===== src/rtl/vga_timing_pkg.sv =====
// Shared definitions for the VGA raster timing generator.
// Holds the default 640x480@60 timing, the counter widths, the sync bundle
// type carried through the render-latency delay line, and its reset value.
package vga_timing_pkg;

  // Counter and comparison widths. x/y leave on 10 bits. Window compares use
  // one extra bit so a window that ends exactly at 1024 is still handled.
  localparam int CNT_W = 10;
  localparam int CMP_W = 11;
  localparam int DIV_W = 4;

  // Default 640x480@60 timing, in pixels and lines.
  localparam int DEF_H_ACTIVE = 640;
  localparam int DEF_H_FP     = 16;
  localparam int DEF_H_SYNC   = 96;
  localparam int DEF_H_BP     = 48;
  localparam int DEF_V_ACTIVE = 480;
  localparam int DEF_V_FP     = 10;
  localparam int DEF_V_SYNC   = 2;
  localparam int DEF_V_BP     = 33;

  // Sync bundle. hs and vs are active-low.
  typedef struct packed {
    logic hs;
    logic vs;
    logic de;
  } sync_t;

  // Blanked, no sync pulse.
  localparam sync_t SYNC_IDLE = '{hs: 1'b1, vs: 1'b1, de: 1'b0};

  // Total pixels per line.
  function automatic int h_total(input int active, input int fp, input int sync, input int bp);
    return active + fp + sync + bp;
  endfunction

  // Total lines per frame.
  function automatic int v_total(input int active, input int fp, input int sync, input int bp);
    return active + fp + sync + bp;
  endfunction

endpackage


===== src/rtl/vga_timing_gen_if.sv =====
// Raster timing bundle sent from vga_timing_gen to its consumers.
//   x, y        : current pixel coordinates (h_cnt, v_cnt)
//   pix_tick    : high in the clk cycle before the counters advance
//   de          : undelayed active-area flag
//   frame_start : one-clk pulse on the first cycle of each frame
//   hsync_o     : active-low hsync, delayed by the render latency
//   vsync_o     : active-low vsync, delayed by the render latency
//   de_o        : data enable, delayed by the render latency
// master = generator side, slave = consumer side.
interface vga_timing_gen_if;
  import vga_timing_pkg::*;

  logic [CNT_W-1:0] x;
  logic [CNT_W-1:0] y;
  logic             pix_tick;
  logic             de;
  logic             frame_start;
  logic             hsync_o;
  logic             vsync_o;
  logic             de_o;

  modport master (
    output x, y, pix_tick, de, frame_start, hsync_o, vsync_o, de_o
  );

  modport slave (
    input x, y, pix_tick, de, frame_start, hsync_o, vsync_o, de_o
  );

endinterface


===== src/rtl/sync_delay_line.sv =====
// Fixed-depth delay line for the {hs, vs, de} sync bundle.
// The line advances every clk, so sync lines up with a registered pixel
// pipeline of the same depth. With DEPTH = 0 the bundle passes straight through.
//   clk   : clock
//   reset : synchronous, active-high; every stage loads SYNC_IDLE
//   d     : bundle in
//   q     : bundle out, DEPTH clk later
module sync_delay_line
  import vga_timing_pkg::*;
#(
  parameter int DEPTH = 1
) (
  input  logic  clk,
  input  logic  reset,
  input  sync_t d,
  output sync_t q
);

  if (DEPTH == 0) begin : g_wire
    // Pass-through build: clk and reset are not used.
    logic unused_s;
    assign unused_s = clk ^ reset;
    assign q        = d;
  end else begin : g_pipe
    sync_t stage_r [DEPTH];

    // Shift register. Reset fills every stage with the idle bundle.
    always_ff @(posedge clk) begin
      if (reset) begin
        for (int i = 0; i < DEPTH; i++) begin
          stage_r[i] <= SYNC_IDLE;
        end
      end else begin
        stage_r[0] <= d;
        for (int i = 1; i < DEPTH; i++) begin
          stage_r[i] <= stage_r[i-1];
        end
      end
    end

    assign q = stage_r[DEPTH-1];
  end

endmodule


===== src/rtl/vga_timing_gen.sv =====
// VGA raster timing generator. It sits directly upstream of ui_render.
// A clk divider sets the pixel rate. h_cnt and v_cnt count pixels and lines.
// Decodes of these counters give de, frame_start and the raw sync.
// The sync bundle is delayed by RENDER_LAT clk, so it lines up with the
// registered r/g/b that the renderer produces.
//   clk   : system clock
//   reset : synchronous, active-high
//   vif   : master side of vga_timing_gen_if
//           (x, y, pix_tick, de, frame_start, hsync_o, vsync_o, de_o)
module vga_timing_gen
  import vga_timing_pkg::*;
#(
  parameter int CLK_DIV    = 4,
  parameter int H_ACTIVE   = DEF_H_ACTIVE,
  parameter int H_FP       = DEF_H_FP,
  parameter int H_SYNC     = DEF_H_SYNC,
  parameter int H_BP       = DEF_H_BP,
  parameter int V_ACTIVE   = DEF_V_ACTIVE,
  parameter int V_FP       = DEF_V_FP,
  parameter int V_SYNC     = DEF_V_SYNC,
  parameter int V_BP       = DEF_V_BP,
  parameter int RENDER_LAT = 1
) (
  input  logic             clk,
  input  logic             reset,
  vga_timing_gen_if.master vif
);

  localparam int H_TOTAL = h_total(H_ACTIVE, H_FP, H_SYNC, H_BP);
  localparam int V_TOTAL = v_total(V_ACTIVE, V_FP, V_SYNC, V_BP);

  if ((H_TOTAL > 1024) || (V_TOTAL > 1024)) begin : g_bad_total
    $error("vga_timing_gen: H_TOTAL/V_TOTAL must not exceed 1024");
  end
  if ((CLK_DIV < 1) || (CLK_DIV > 16)) begin : g_bad_div
    $error("vga_timing_gen: CLK_DIV must be in 1..16");
  end

  localparam logic [DIV_W-1:0] DIV_LAST = DIV_W'(CLK_DIV - 1);
  localparam logic [CNT_W-1:0] H_LAST   = CNT_W'(H_TOTAL - 1);
  localparam logic [CNT_W-1:0] V_LAST   = CNT_W'(V_TOTAL - 1);
  localparam logic [CMP_W-1:0] H_ACT_C  = CMP_W'(H_ACTIVE);
  localparam logic [CMP_W-1:0] V_ACT_C  = CMP_W'(V_ACTIVE);
  localparam logic [CMP_W-1:0] HS_BEG_C = CMP_W'(H_ACTIVE + H_FP);
  localparam logic [CMP_W-1:0] HS_END_C = CMP_W'(H_ACTIVE + H_FP + H_SYNC);
  localparam logic [CMP_W-1:0] VS_BEG_C = CMP_W'(V_ACTIVE + V_FP);
  localparam logic [CMP_W-1:0] VS_END_C = CMP_W'(V_ACTIVE + V_FP + V_SYNC);

  logic [DIV_W-1:0] div_cnt_r;
  logic [CNT_W-1:0] h_cnt_r;
  logic [CNT_W-1:0] v_cnt_r;
  logic [CMP_W-1:0] h_ext_s;
  logic [CMP_W-1:0] v_ext_s;
  logic             pix_tick_s;
  logic             frame_start_s;
  sync_t            raw_s;
  sync_t            dly_s;

  assign pix_tick_s = (div_cnt_r == DIV_LAST);
  assign h_ext_s    = {1'b0, h_cnt_r};
  assign v_ext_s    = {1'b0, v_cnt_r};

  // Pixel divider and raster counters. Reset takes priority, so a line in
  // progress is dropped, not finished.
  always_ff @(posedge clk) begin
    if (reset) begin
      div_cnt_r <= 4'd0;
      h_cnt_r   <= 10'd0;
      v_cnt_r   <= 10'd0;
    end else if (pix_tick_s) begin
      div_cnt_r <= 4'd0;
      if (h_cnt_r == H_LAST) begin
        h_cnt_r <= 10'd0;
        if (v_cnt_r == V_LAST) begin
          v_cnt_r <= 10'd0;
        end else begin
          v_cnt_r <= v_cnt_r + 10'd1;
        end
      end else begin
        h_cnt_r <= h_cnt_r + 10'd1;
      end
    end else begin
      div_cnt_r <= div_cnt_r + 4'd1;
    end
  end

  // Raw decodes of the counter state: active area, sync windows, frame start.
  always_comb begin
    raw_s         = SYNC_IDLE;
    raw_s.de      = (h_ext_s < H_ACT_C) && (v_ext_s < V_ACT_C);
    raw_s.hs      = !((h_ext_s >= HS_BEG_C) && (h_ext_s < HS_END_C));
    raw_s.vs      = !((v_ext_s >= VS_BEG_C) && (v_ext_s < VS_END_C));
    frame_start_s = (h_cnt_r == 10'd0) && (v_cnt_r == 10'd0) && (div_cnt_r == 4'd0);
  end

  sync_delay_line #(
    .DEPTH (RENDER_LAT)
  ) u_sync_delay (
    .clk   (clk),
    .reset (reset),
    .d     (raw_s),
    .q     (dly_s)
  );

  assign vif.x           = h_cnt_r;
  assign vif.y           = v_cnt_r;
  assign vif.pix_tick    = pix_tick_s;
  assign vif.de          = raw_s.de;
  assign vif.frame_start = frame_start_s;
  assign vif.hsync_o     = dly_s.hs;
  assign vif.vsync_o     = dly_s.vs;
  assign vif.de_o        = dly_s.de;

endmodule


===== src/flat_wrapper.sv =====
// flat-port wrapper written by rule: the top's interface ports become plain ports
module vga_timing_gen_flat import vga_timing_pkg::*;
#(
  parameter int CLK_DIV    = 4,
  parameter int H_ACTIVE   = DEF_H_ACTIVE,
  parameter int H_FP       = DEF_H_FP,
  parameter int H_SYNC     = DEF_H_SYNC,
  parameter int H_BP       = DEF_H_BP,
  parameter int V_ACTIVE   = DEF_V_ACTIVE,
  parameter int V_FP       = DEF_V_FP,
  parameter int V_SYNC     = DEF_V_SYNC,
  parameter int V_BP       = DEF_V_BP,
  parameter int RENDER_LAT = 1
)
  (clk, reset, vif_x, vif_y, vif_pix_tick, vif_de, vif_frame_start, vif_hsync_o, vif_vsync_o, vif_de_o);
  vga_timing_gen_if vif_i ();
  input  logic clk;
  input  logic reset;
  output wire logic [$bits(vif_i.x)-1:0] vif_x;
  output wire logic [$bits(vif_i.y)-1:0] vif_y;
  output wire logic [$bits(vif_i.pix_tick)-1:0] vif_pix_tick;
  output wire logic [$bits(vif_i.de)-1:0] vif_de;
  output wire logic [$bits(vif_i.frame_start)-1:0] vif_frame_start;
  output wire logic [$bits(vif_i.hsync_o)-1:0] vif_hsync_o;
  output wire logic [$bits(vif_i.vsync_o)-1:0] vif_vsync_o;
  output wire logic [$bits(vif_i.de_o)-1:0] vif_de_o;
  assign vif_x = vif_i.x;
  assign vif_y = vif_i.y;
  assign vif_pix_tick = vif_i.pix_tick;
  assign vif_de = vif_i.de;
  assign vif_frame_start = vif_i.frame_start;
  assign vif_hsync_o = vif_i.hsync_o;
  assign vif_vsync_o = vif_i.vsync_o;
  assign vif_de_o = vif_i.de_o;
  vga_timing_gen #(.CLK_DIV(CLK_DIV), .H_ACTIVE(H_ACTIVE), .H_FP(H_FP), .H_SYNC(H_SYNC), .H_BP(H_BP), .V_ACTIVE(V_ACTIVE), .V_FP(V_FP), .V_SYNC(V_SYNC), .V_BP(V_BP), .RENDER_LAT(RENDER_LAT)) u_core (.clk(clk), .reset(reset), .vif(vif_i));
endmodule

===== config.mk =====
export PLATFORM = sky130hd
export DESIGN_NAME = vga_timing_gen_flat
export DESIGN_NICKNAME = d
export VERILOG_FILES = /design/src/rtl/vga_timing_pkg.sv /design/src/rtl/vga_timing_gen_if.sv /design/src/rtl/sync_delay_line.sv /design/src/rtl/vga_timing_gen.sv /design/src/flat_wrapper.sv
export SDC_FILE = /design/constraint.sdc
export NUM_CORES = 1
export LEC_CHECK = 0
export BUFFER_PORTS_ARGS = -buffer_cell sky130_fd_sc_hd__buf_2
export CAP_MARGIN = 10
export CORE_MARGIN = 3
export CORE_UTILIZATION = 50
export CTS_BUF_LIST = sky130_fd_sc_hd__clkbuf_4
export CTS_CLUSTER_DIAMETER = 150
export DETAILED_ROUTE_END_ITERATION = 7
export PLACE_DENSITY = 0.74
export RECOVER_POWER = 50
export SETUP_SLACK_MARGIN = 0.02
export SLEW_MARGIN = 20
export SYNTH_ARGS = -nofsm -noshare
export SYNTH_HDL_FRONTEND = slang
export SYNTH_HIERARCHICAL = 1
export SYNTH_SLANG_ARGS = --single-unit

===== constraint.sdc =====
create_clock -name clk -period 3.15 [get_ports clk]
set_input_delay 0 -clock clk [delete_from_list [all_inputs] [get_ports clk]]
set_output_delay 0 -clock clk [all_outputs]
set_load 0.02 [all_outputs]

==> reports/results.txt <==
Cts bufs inserted: 3
TNS Setup: 0 ns
Routability cong.: 0.810
CP Max Fanout: 18
Setup crit end kind: flip-flop
DIE AREA: 3390 µm²
Root Buffer: clkbuf_4
Post-CTS setup buffers: 0
Grt met1 use: 25.3%
Max-slew violation count: 0
Die width: 58.2 µm
Routed length per instance: 13.8 µm
DIE HEIGHT: 58.2 µm
Leakage: 0.000528 µW
Number of inserted diodes: 0
Number of top-level pins: 28
Area Growth Syn to Fin: 12.6%
Drt drc: 0
Post-synthesis cell area: 1360 µm²
Worst hold path type: reg2reg
Final ANT Viol Nets: 0
DP HPWL: 2230 µm
R2r endpoint: u_core/vif.y[8]
Grt total ovfl: 0
Post-layout util: 60.3%
Worst slew margin: 66.9%
Post-synth EDFFs: 0
Startpoint types: flip-flop
Number of synthesis warnings: 6
H-tree levels: 1
Status: completed
Layout Skew: 0.00608 ns
Final #Nets: 196
Ys flop type: dfxtp_1
Post_cts resized: 0
Clock slew at reported path FFs: 0.13 ns
Clock sinks: 27
Cells after synthesis: 158
Placed instance count: 212
Final Setup Violations: 0
Crit share post-route: 62.2%
Num rows: 18
Vias in the first global route: 1114
Sequential-to-total area share from yosys stat: 39.6%
Power per cell area: 351 nW/µm²
Synthesized net count: 166
Fmax: 510 MHz
CP Data Arrival Time: 2.22 ns
PortBufs: 27
Worst r2r src: u_core/vif.x[0]
Tmin final: 1.96 ns
Non-filler cells, final: 217
Met3 Use GR: 4.68%
First-pass GRT wire length: 5070 µm
IR drop worst, VDD: 0.000284 V
CTS tree: built
Post-Route WL: 2990 µm
First DRT Iteration DRCs: 33
Hold WS: 0.503 ns
GR Layer Usage met2: 31.1%
Final Hold Viols: 0
Initial antenna violation count: 0
Async SR Flop Fraction: 0%
Setup Crit Path Kind: reg2reg
Actual slew at the worst max-slew pin: 0.496 ns
Largest net degree at the start of global routing: 19
Worst-skew pair later-pin latency: 0.32 ns
Worst r2r path cells: 5
Hold Path Depth: 1
Vias per cell: 5.77
RSZ-0062 raised after global routing: no
Design Power: 538 µW
CTS Hold Bufs: 1
WHS Endpoint: u_core/div_cnt_r[0]
DRT Pass-1 Iters: 4
Syn avg cell area: 8.63 µm²
Share of cells above drive strength 1: 8.02%
Max-cap violations: 0
WP data required: 3.41 ns
Synth Register Bits: 27
CTS Buffer Depth: 2
Core area: 2540 µm²
Global Route Usage Sum: 19.0%
Worst hold start: u_core/div_cnt_r[0]
GRT busiest layer: met2
Post-synthesis cell type count: 37
Starting Density: 53.6%
DR vias: 1253
Internal reg-to-reg setup slack: 1.19 ns
Fillcell total: 255
## area by class of cell
cell class | instances | area (µm²) | area share, %
Clock buffer | 3 | 22.5 | 1.47
Timing Repair Buffer | 29 | 124 | 8.07
Sequential cell | 27 | 541 | 35.2
Tap cell | 30 | 37.5 | 2.44
Inverter | 7 | 26.3 | 1.71
Multi-Input combinational cell | 120 | 779 | 50.8
Clock inverter | 1 | 5.00 | 0.326
## cell families (layout without fill, tap and decap cells)
kind of cell,Yosys count,count (layout),synth area share (%)
DFF,27,27,39.6
AOI/OAI and AO/OA,22,22,9.08
xor gates and xnor gates,10,10,6.42
adders and majority gates,6,6,5.50
buffers and inverters,11,40,3.21
and+or+nand+nor,81,81,35.3
muxes,1,1,0.826
## registers in the layout, summed over array words and instances (netlist names)
register,cells
u_core/vif.x,10
u_core/u_sync_delay/g_pipe.stage_r,3
u_core/vif.y,10
u_core/div_cnt_r,4
## how the worst max path moves through the flow
stage,endpoint,slack [ns],start,depth (start not counted)
after floorplan,u_core/vif.y[8],1.31,u_core/vif.x[0],5
after global placement,u_core/vif.y[8],1.29,u_core/vif.x[0],5
after detailed placement,u_core/vif.y[8],1.21,u_core/vif.x[0],5
after CTS,u_core/vif.y[8],1.18,u_core/vif.x[0],5
after global routing,u_core/vif.y[4],1.01,u_core/div_cnt_r[0],5
final,u_core/vif.y[8],1.19,u_core/vif.x[0],5
## synth_stat cells (3+ instances only)
master | instances | share of area (%)
nor2_1 | 16 | 4.4
o21ai_0 | 6 | 2.2
or3_1 | 4 | 1.8
o31ai_1 | 3 | 1.7
nand4_1 | 8 | 3.7
and3_1 | 4 | 1.8
nor3_1 | 4 | 1.5
xnor2_1 | 4 | 2.6
nand2_1 | 10 | 2.8
inv_1 | 7 | 1.9
dfxtp_1 | 27 | 40
or4_1 | 3 | 1.7
a21oi_1 | 11 | 4.0
ha_1 | 6 | 5.5
xor2_1 | 6 | 3.9
nand3_1 | 10 | 3.7
## layout by cell type (no fill, tap or decap), types with 6 or more instances in the layout
cell type / count
clkbuf_1: 23
nor2_1: 16
inv_1: 7
o21ai_0: 6
nand2_1: 10
a21oi_1: 11
dfxtp_1: 27
xor2_1: 6
nand3_1: 10
nand4_1: 8
ha_1: 6
## critical path, stage by stage (launching register included)
cell     delay (ns)
dfxtp_1        0.43
ha_1           0.27
and4_4         0.28
nand4_4        0.22
or4_1          0.56
a21oi_1        0.14
## where the power goes
part | internal [µW] | total [µW] | switching, µW
combinational | 15.6 | 41.3 | 25.7
sequential | 347 | 351 | 4.44
clock | 47.6 | 146 | 98.2
## per-layer routing
metal	share of wire [%]	vias to the layer above	wire, µm
li1	-	630	-
met1	48	586	1440
met3	4.9	2	146
met2	47	35	1390
met4	0.44	0	13
met5	0	-	0
## through the flow
stage,area (µm²),setup WS (ns)
after floorplan,1360,1.31
after global placement,1530,1.29
after detailed placement,1530,1.21
after CTS,1560,1.18
after global routing,1540,1.01
final,1540,1.19
No activity file was read; power rests on OpenSTA's default activity.
